### src/rtl/adc_frame_sequencer.sv
// rtl/adc_frame_sequencer.sv - conversion pacing FSM and sample FIFO for the SPI ADC front end
//
// Purpose: drives ENA to the SPI master once every SAMPLE_PERIOD cycles,
// captures DATA when FIN is seen, and buffers words in a DEPTH-entry FIFO.
//
// Ports:
//   CLK, RST          - clock (shared with SPI master) and synchronous active-high reset
//   RUN               - enables periodic conversions (sampled in IDLE only)
//   ENA               - registered conversion request to the SPI master
//   FIN, DATA         - frame-complete level and received word from the SPI master
//   RD_EN, RD_DATA    - FIFO pop request and registered popped word
//   EMPTY, FULL, COUNT- FIFO status and occupancy
//   OVERFLOW          - sticky: a captured word was dropped on a full FIFO
//   TIMEOUT_ERR       - sticky: a conversion was aborted waiting for FIN
//   CLR_ERR           - clears both sticky flags (a same-cycle set wins)
module adc_frame_sequencer #(
  parameter int SAMPLE_PERIOD = 1024,
  parameter int TIMEOUT       = 64,
  parameter int GAP_CYCLES    = 4,
  parameter int DEPTH         = 16
) (
  input  logic                     CLK,
  input  logic                     RST,
  input  logic                     RUN,
  output logic                     ENA,
  input  logic                     FIN,
  input  logic [15:0]              DATA,
  input  logic                     RD_EN,
  output logic [15:0]              RD_DATA,
  output logic                     EMPTY,
  output logic                     FULL,
  output logic [$clog2(DEPTH):0]   COUNT,
  output logic                     OVERFLOW,
  output logic                     TIMEOUT_ERR,
  input  logic                     CLR_ERR
);

  localparam int AW = $clog2(DEPTH);
  localparam int PW = $clog2(SAMPLE_PERIOD) + 1;
  localparam int TW = $clog2(TIMEOUT) + 1;
  localparam int GW = $clog2(GAP_CYCLES) + 1;

  // REQ loads SAMPLE_PERIOD-2: one cycle is spent in IDLE->REQ and one in
  // REQ->ENA, so successive ENA rising edges land exactly SAMPLE_PERIOD apart.
  localparam logic [PW-1:0] PERIOD_LOAD = PW'(SAMPLE_PERIOD - 2);
  localparam logic [TW-1:0] TO_LAST     = TW'(TIMEOUT - 1);
  localparam logic [GW-1:0] GAP_LAST    = GW'(GAP_CYCLES - 1);
  localparam logic [AW:0]   DEPTH_W     = (AW + 1)'(DEPTH);

  typedef enum logic [1:0] {IDLE, REQ, WAIT, GAP} state_t;

  state_t          state;
  logic [PW-1:0]   period_cnt;
  logic [TW-1:0]   to_cnt;
  logic [GW-1:0]   gap_cnt;

  logic [15:0]     mem [DEPTH];
  logic [AW-1:0]   wr_ptr;
  logic [AW-1:0]   rd_ptr;

  logic            push_req;
  logic            timeout_hit;
  logic            pop;
  logic            push;
  logic            drop;

  // FIN takes priority over the timeout in the same WAIT cycle.
  assign push_req    = (state == WAIT) && FIN;
  assign timeout_hit = (state == WAIT) && !FIN && (to_cnt == TO_LAST);

  assign EMPTY = (COUNT == '0);
  assign FULL  = (COUNT == DEPTH_W);

  // A pop frees the slot a same-cycle push needs, so push at full is allowed then.
  assign pop  = RD_EN && !EMPTY;
  assign push = push_req && (!FULL || pop);
  assign drop = push_req && FULL && !pop;

  always_ff @(posedge CLK) begin
    if (RST) begin
      state      <= IDLE;
      ENA        <= 1'b0;
      period_cnt <= '0;
      to_cnt     <= '0;
      gap_cnt    <= '0;
    end else begin
      // ENA follows the state one edge later, so it is high for REQ plus every WAIT cycle.
      ENA <= (state == REQ) || (state == WAIT);

      if (period_cnt != '0) begin
        period_cnt <= period_cnt - 1'b1;
      end

      case (state)
        IDLE: begin
          if (RUN && (period_cnt == '0)) begin
            state <= REQ;
          end
        end
        REQ: begin
          period_cnt <= PERIOD_LOAD;
          to_cnt     <= '0;
          state      <= WAIT;
        end
        WAIT: begin
          if (FIN || (to_cnt == TO_LAST)) begin
            gap_cnt <= '0;
            state   <= GAP;
          end else begin
            to_cnt <= to_cnt + 1'b1;
          end
        end
        GAP: begin
          // Hold off until the master has dropped FIN so a stale FIN is never captured.
          if (gap_cnt == GAP_LAST) begin
            if (!FIN) begin
              state <= IDLE;
            end
          end else begin
            gap_cnt <= gap_cnt + 1'b1;
          end
        end
        default: state <= IDLE;
      endcase
    end
  end

  always_ff @(posedge CLK) begin
    if (RST) begin
      wr_ptr      <= '0;
      rd_ptr      <= '0;
      COUNT       <= '0;
      RD_DATA     <= '0;
      OVERFLOW    <= 1'b0;
      TIMEOUT_ERR <= 1'b0;
    end else begin
      if (push) begin
        wr_ptr <= wr_ptr + 1'b1;
      end
      if (pop) begin
        rd_ptr  <= rd_ptr + 1'b1;
        RD_DATA <= mem[rd_ptr];
      end
      if (push && !pop) begin
        COUNT <= COUNT + 1'b1;
      end else if (pop && !push) begin
        COUNT <= COUNT - 1'b1;
      end

      if (drop) begin
        OVERFLOW <= 1'b1;
      end else if (CLR_ERR) begin
        OVERFLOW <= 1'b0;
      end

      if (timeout_hit) begin
        TIMEOUT_ERR <= 1'b1;
      end else if (CLR_ERR) begin
        TIMEOUT_ERR <= 1'b0;
      end
    end
  end

  // Storage is not reset; the pointers define which entries are live.
  always_ff @(posedge CLK) begin
    if (push) begin
      mem[wr_ptr] <= DATA;
    end
  end

endmodule

### config.mk
export PLATFORM = sky130hd
export DESIGN_NAME = adc_frame_sequencer
export DESIGN_NICKNAME = d
export VERILOG_FILES = /design/src/rtl/adc_frame_sequencer.sv
export SDC_FILE = /design/constraint.sdc
export NUM_CORES = 1
export LEC_CHECK = 0
export ABC_AREA = 1
export BUFFER_PORTS_ARGS = -buffer_cell sky130_fd_sc_hd__buf_2
export CELL_PAD_IN_SITES_DETAIL_PLACEMENT = 1
export CELL_PAD_IN_SITES_GLOBAL_PLACEMENT = 2
export CORE_ASPECT_RATIO = 1.25
export CORE_MARGIN = 3
export CORE_UTILIZATION = 36
export CTS_CLUSTER_SIZE = 24
export DETAILED_ROUTE_END_ITERATION = 7
export GPL_TIMING_DRIVEN = 0
export PLACE_DENSITY = 0.77
export SLEW_MARGIN = 0
export SYNTH_ARGS = -nofsm -noshare
export SYNTH_HDL_FRONTEND = slang
export SYNTH_SLANG_ARGS = --single-unit
### constraint.sdc
create_clock -name CLK -period 2.52 [get_ports CLK]
set_clock_uncertainty 0.1 [all_clocks]
set_input_delay 0.126 -clock CLK [delete_from_list [all_inputs] [get_ports CLK]]
set_output_delay 0.126 -clock CLK [all_outputs]
set_load 0.01 [all_outputs]
==> results.md <==
- Post-Syn Nets: 1,440
- WS Path Type: flop to flop
- Tot GR Track Use: 0.202
- CP Buf/Inv Count: 4
- Total CTS buffers: 35
- Die width: 179 um
- Worst min path class: input pin to flop
- Prevailing post-synth register cell: edfxtp_1
- Cells after Synth: ~1,400
- Core Box Area: about 0.037 mm2
- Peak supply drop: approximately 550 uV
- Hold Path Stages: 1
- Worst-margin pin slew: 0.921 ns
- Worst r2r src: state[0]
- GP Congestion: ~0.84
- Fin nets: 1,553
- Antenna-violating nets left: 0
- Post-layout min period: between 2 and 2.5 ns
- Die height: between 200 and 250 um
- Status: completed
- Number of enable flip-flop cells after synthesis: around 260
- Period utilisation layout: 0.935
- Filler cells: about 4,200
- Setup violations, final: 0
- CTS tree: done
- Worst setup path end: mem[11][12]
- Clk_lat worst skew: between 0.5 and 0.6 ns
- Clk sinks: about 310
- Unrepaired setup endpoints after global routing: no
- Mapped cell area: 0.0135 mm2
- Worst Path Required: between 2 and 3 ns
- Placed Instances: 1,935
- Vias in the first global route: roughly 10,000
- Largest stage delay, worst path: approximately 0.7 ns
- Via Count: between 9,000 and 10,000
- Pwr Density: slightly below 1000 mW/mm2
- P&R area growth vs syn: 18.2%
- CP max FO: 9
- Std-Cell Rows: roughly 80
- Initial Utilization: 0.369
- Initial DRC count: between 700 and 800
- Clk slew on worst S/H paths: roughly 0.060 ns
- Full die area: about 0.040 mm2
- Vias per Instance: between 4 and 5
- FF-to-FF setup slack: 0.16 ns
- Final hold slack: roughly 0.012 ns
- Yosys reg bits: roughly 310
- Wirelength per Cell: 20.2 um
- I/O pin count: 48
- CP Capture Type: flop
- Share of cells above drive strength 1: 0.125
- Final Hold Viols: 0
- Crit-path cells: inv_2 -> ha_4 -> nand2_1 -> inv_2 -> nand2_4 -> buf_4 -> nor3_2 -> buf_6
- Synth warn: 0
- Max Slew Vio Count: 0
- Clock root buffer: clkbuf_16
- Worst R2R End: mem[11][12]
- Crit path from: state[0]
- CTS Buffer Depth: 3
- DRC: 0
- Leak: about 6.8 nW
- Avg Inst Size Synth: between 9 and 10 um2
- Max Fclk: 424 MHz
- Crit. path cell count: 8
- Cell family with the largest share of critical-path delay: simple AND/OR/NAND/NOR gates
- Pin count of the biggest net entering global routing: 17
- Drt pass-1 iters: 5
- Max capacitance violation total: 0
- Most used cell, CP: inv_2
- FF-to-FF path depth: 8
- GR Overflow Total: 0
- Sequential area share after synthesis: 0.649
- Startpoint type of the worst setup path: flop
- WP data arrival: roughly 2.5 ns
- Tot Pwr: about 0.016 W
- Fin cells: approximately 2,000
- First-pass GRT wire length: ~60 mm
- I/O Buffers: 47
- Netlist cell types: 29
- FFs w/ async S/R, synth: 0
- DP HPWL: about 28 mm
- Initial antenna violation count: 0
- Overall routed net length: about 41 mm
- H-Tree Depth: 2
- Worst slew margin: 0.382
- Slowest CP cell: nor3_2
==> cell type report <==
class / count / area [um2] / area share
clock buffer: 39 / 933 / 0.0583
inverter: 191 / 721 / 0.0450
multi-input combinational: 836 / 3870 / 0.242
tap: 480 / 601 / 0.0375
timing repair buffer: 76 / 563 / 0.0352
sequential: 311 / 8790 / 0.549
buffer: 62 / 299 / 0.0187
clock inverter: 20 / 221 / 0.0138
antenna: 2 / 5.00 / 0.000313
==> logic make-up (layout without fill, tap and decap cells) <==
group	after synthesis	in the layout	share of synthesized area
buffers and inverters	253	388	0.0750
adders and majority gates	18	18	0.0172
xor gates and xnor gates	9	9	0.00582
AOI/OAI and AO/OA	57	57	0.0226
other	0	2	0
DFF	311	311	0.649
and+or+nand+nor	752	752	0.230
==> placed cells by master, fill, tap and decap left out, types with 3 or more instances in the layout <==
cell type	synthesis	final
dlygate4sd3_1	0	18
buf_1	8	8
buf_2	35	82
inv_1	187	183
clkbuf_1	13	15
clkinv_1	2	8
edfxtp_1	256	256
nor2_1	70	54
ha_1	17	14
nand4_1	4	4
buf_8	0	6
inv_2	2	5
nand2_2	3	3
a21oi_1	36	35
clkinv_2	0	8
xor2_1	7	7
nand2_1	460	459
clkbuf_16	0	37
nor2_4	1	9
dfxtp_1	55	52
bufinv_16	0	5
o21ai_0	15	14
dfxtp_2	0	3
nand3_1	207	207
buf_4	6	8
nor2_2	2	10
==> routing by layer <==
| metal | vias up | global-route usage | routed length, um |
|---|---|---|---|
| li1 | 4771 | - | - |
| met1 | 4882 | 0.264 | 17800 |
| met2 | 228 | 0.342 | 19600 |
| met3 | 66 | 0.0248 | 1760 |
| met4 | 0 | 0.0809 | 1670 |
| met5 | - | 0 | 0 |
==> how the worst min path moves through the flow <==
stage / start / end
2_1_floorplan: DATA[0] / mem[0][0]
3_3_place_gp: CLR_ERR / OVERFLOW
3_5_place_dp: CLR_ERR / TIMEOUT_ERR
4_1_cts: DATA[3] / mem[6][3]
5_1_grt: DATA[3] / mem[2][3]
6_report: DATA[3] / mem[6][3]
==> cells in the mapped netlist, types with 3 or more instances <==
library cell / count / area, um2
dfxtp_1: 55 / 1100
nand4_1: 4 / 25.0
nand2_2: 3 / 18.8
o21ai_0: 15 / 75.1
nor3_1: 3 / 15.0
nand3_1: 207 / 1040
buf_2: 35 / 175
edfxtp_1: 256 / 7690
inv_1: 187 / 702
xor2_1: 7 / 61.3
buf_4: 6 / 45.0
nor2_1: 70 / 263
buf_1: 8 / 30.0
a21oi_1: 36 / 180
clkbuf_1: 13 / 48.8
nand2_1: 460 / 1730
ha_1: 17 / 213
==> metrics by stage <==
step	util	setup WS, ns	setup TNS [ns]	area, um2
floorplan	-	0.0110	0	13500
global placement	0.392	-1.20	-222.29	14400
detailed placement	0.396	-0.840	-84.59	14500
CTS	0.435	0.0138	0	16000
global route	0.436	0.0164	0	16000
finish	0.436	0.164	0	16000
==> where the power goes <==
group | internal (W) | switching [W] | leakage (nW)
registers | 0.00586 | 0.000223 | 2.75
clock network | 0.00316 | 0.00205 | 0.574
logic | 0.00136 | 0.00307 | 3.43
==> sequential cells by signal, indices dropped and copies added, names as in the netlist <==
signal       cells
mem            256
RD_DATA         16
period_cnt      11
to_cnt           7
COUNT            5
rd_ptr           4
wr_ptr           4
gap_cnt          3
state            2
ENA              1
OVERFLOW         1
TIMEOUT_ERR      1
==> repair_timing <==
action / CTS / global route
endpoints found under the setup margin: 205 / 27
hold endpoints to repair: 161 / 0
pin swaps: 1 / 1
gates resized for setup: 20 / 10
hold buffers: 18 / 0
buffers inserted: 2 / 1
(Power assumes the default switching activity.)
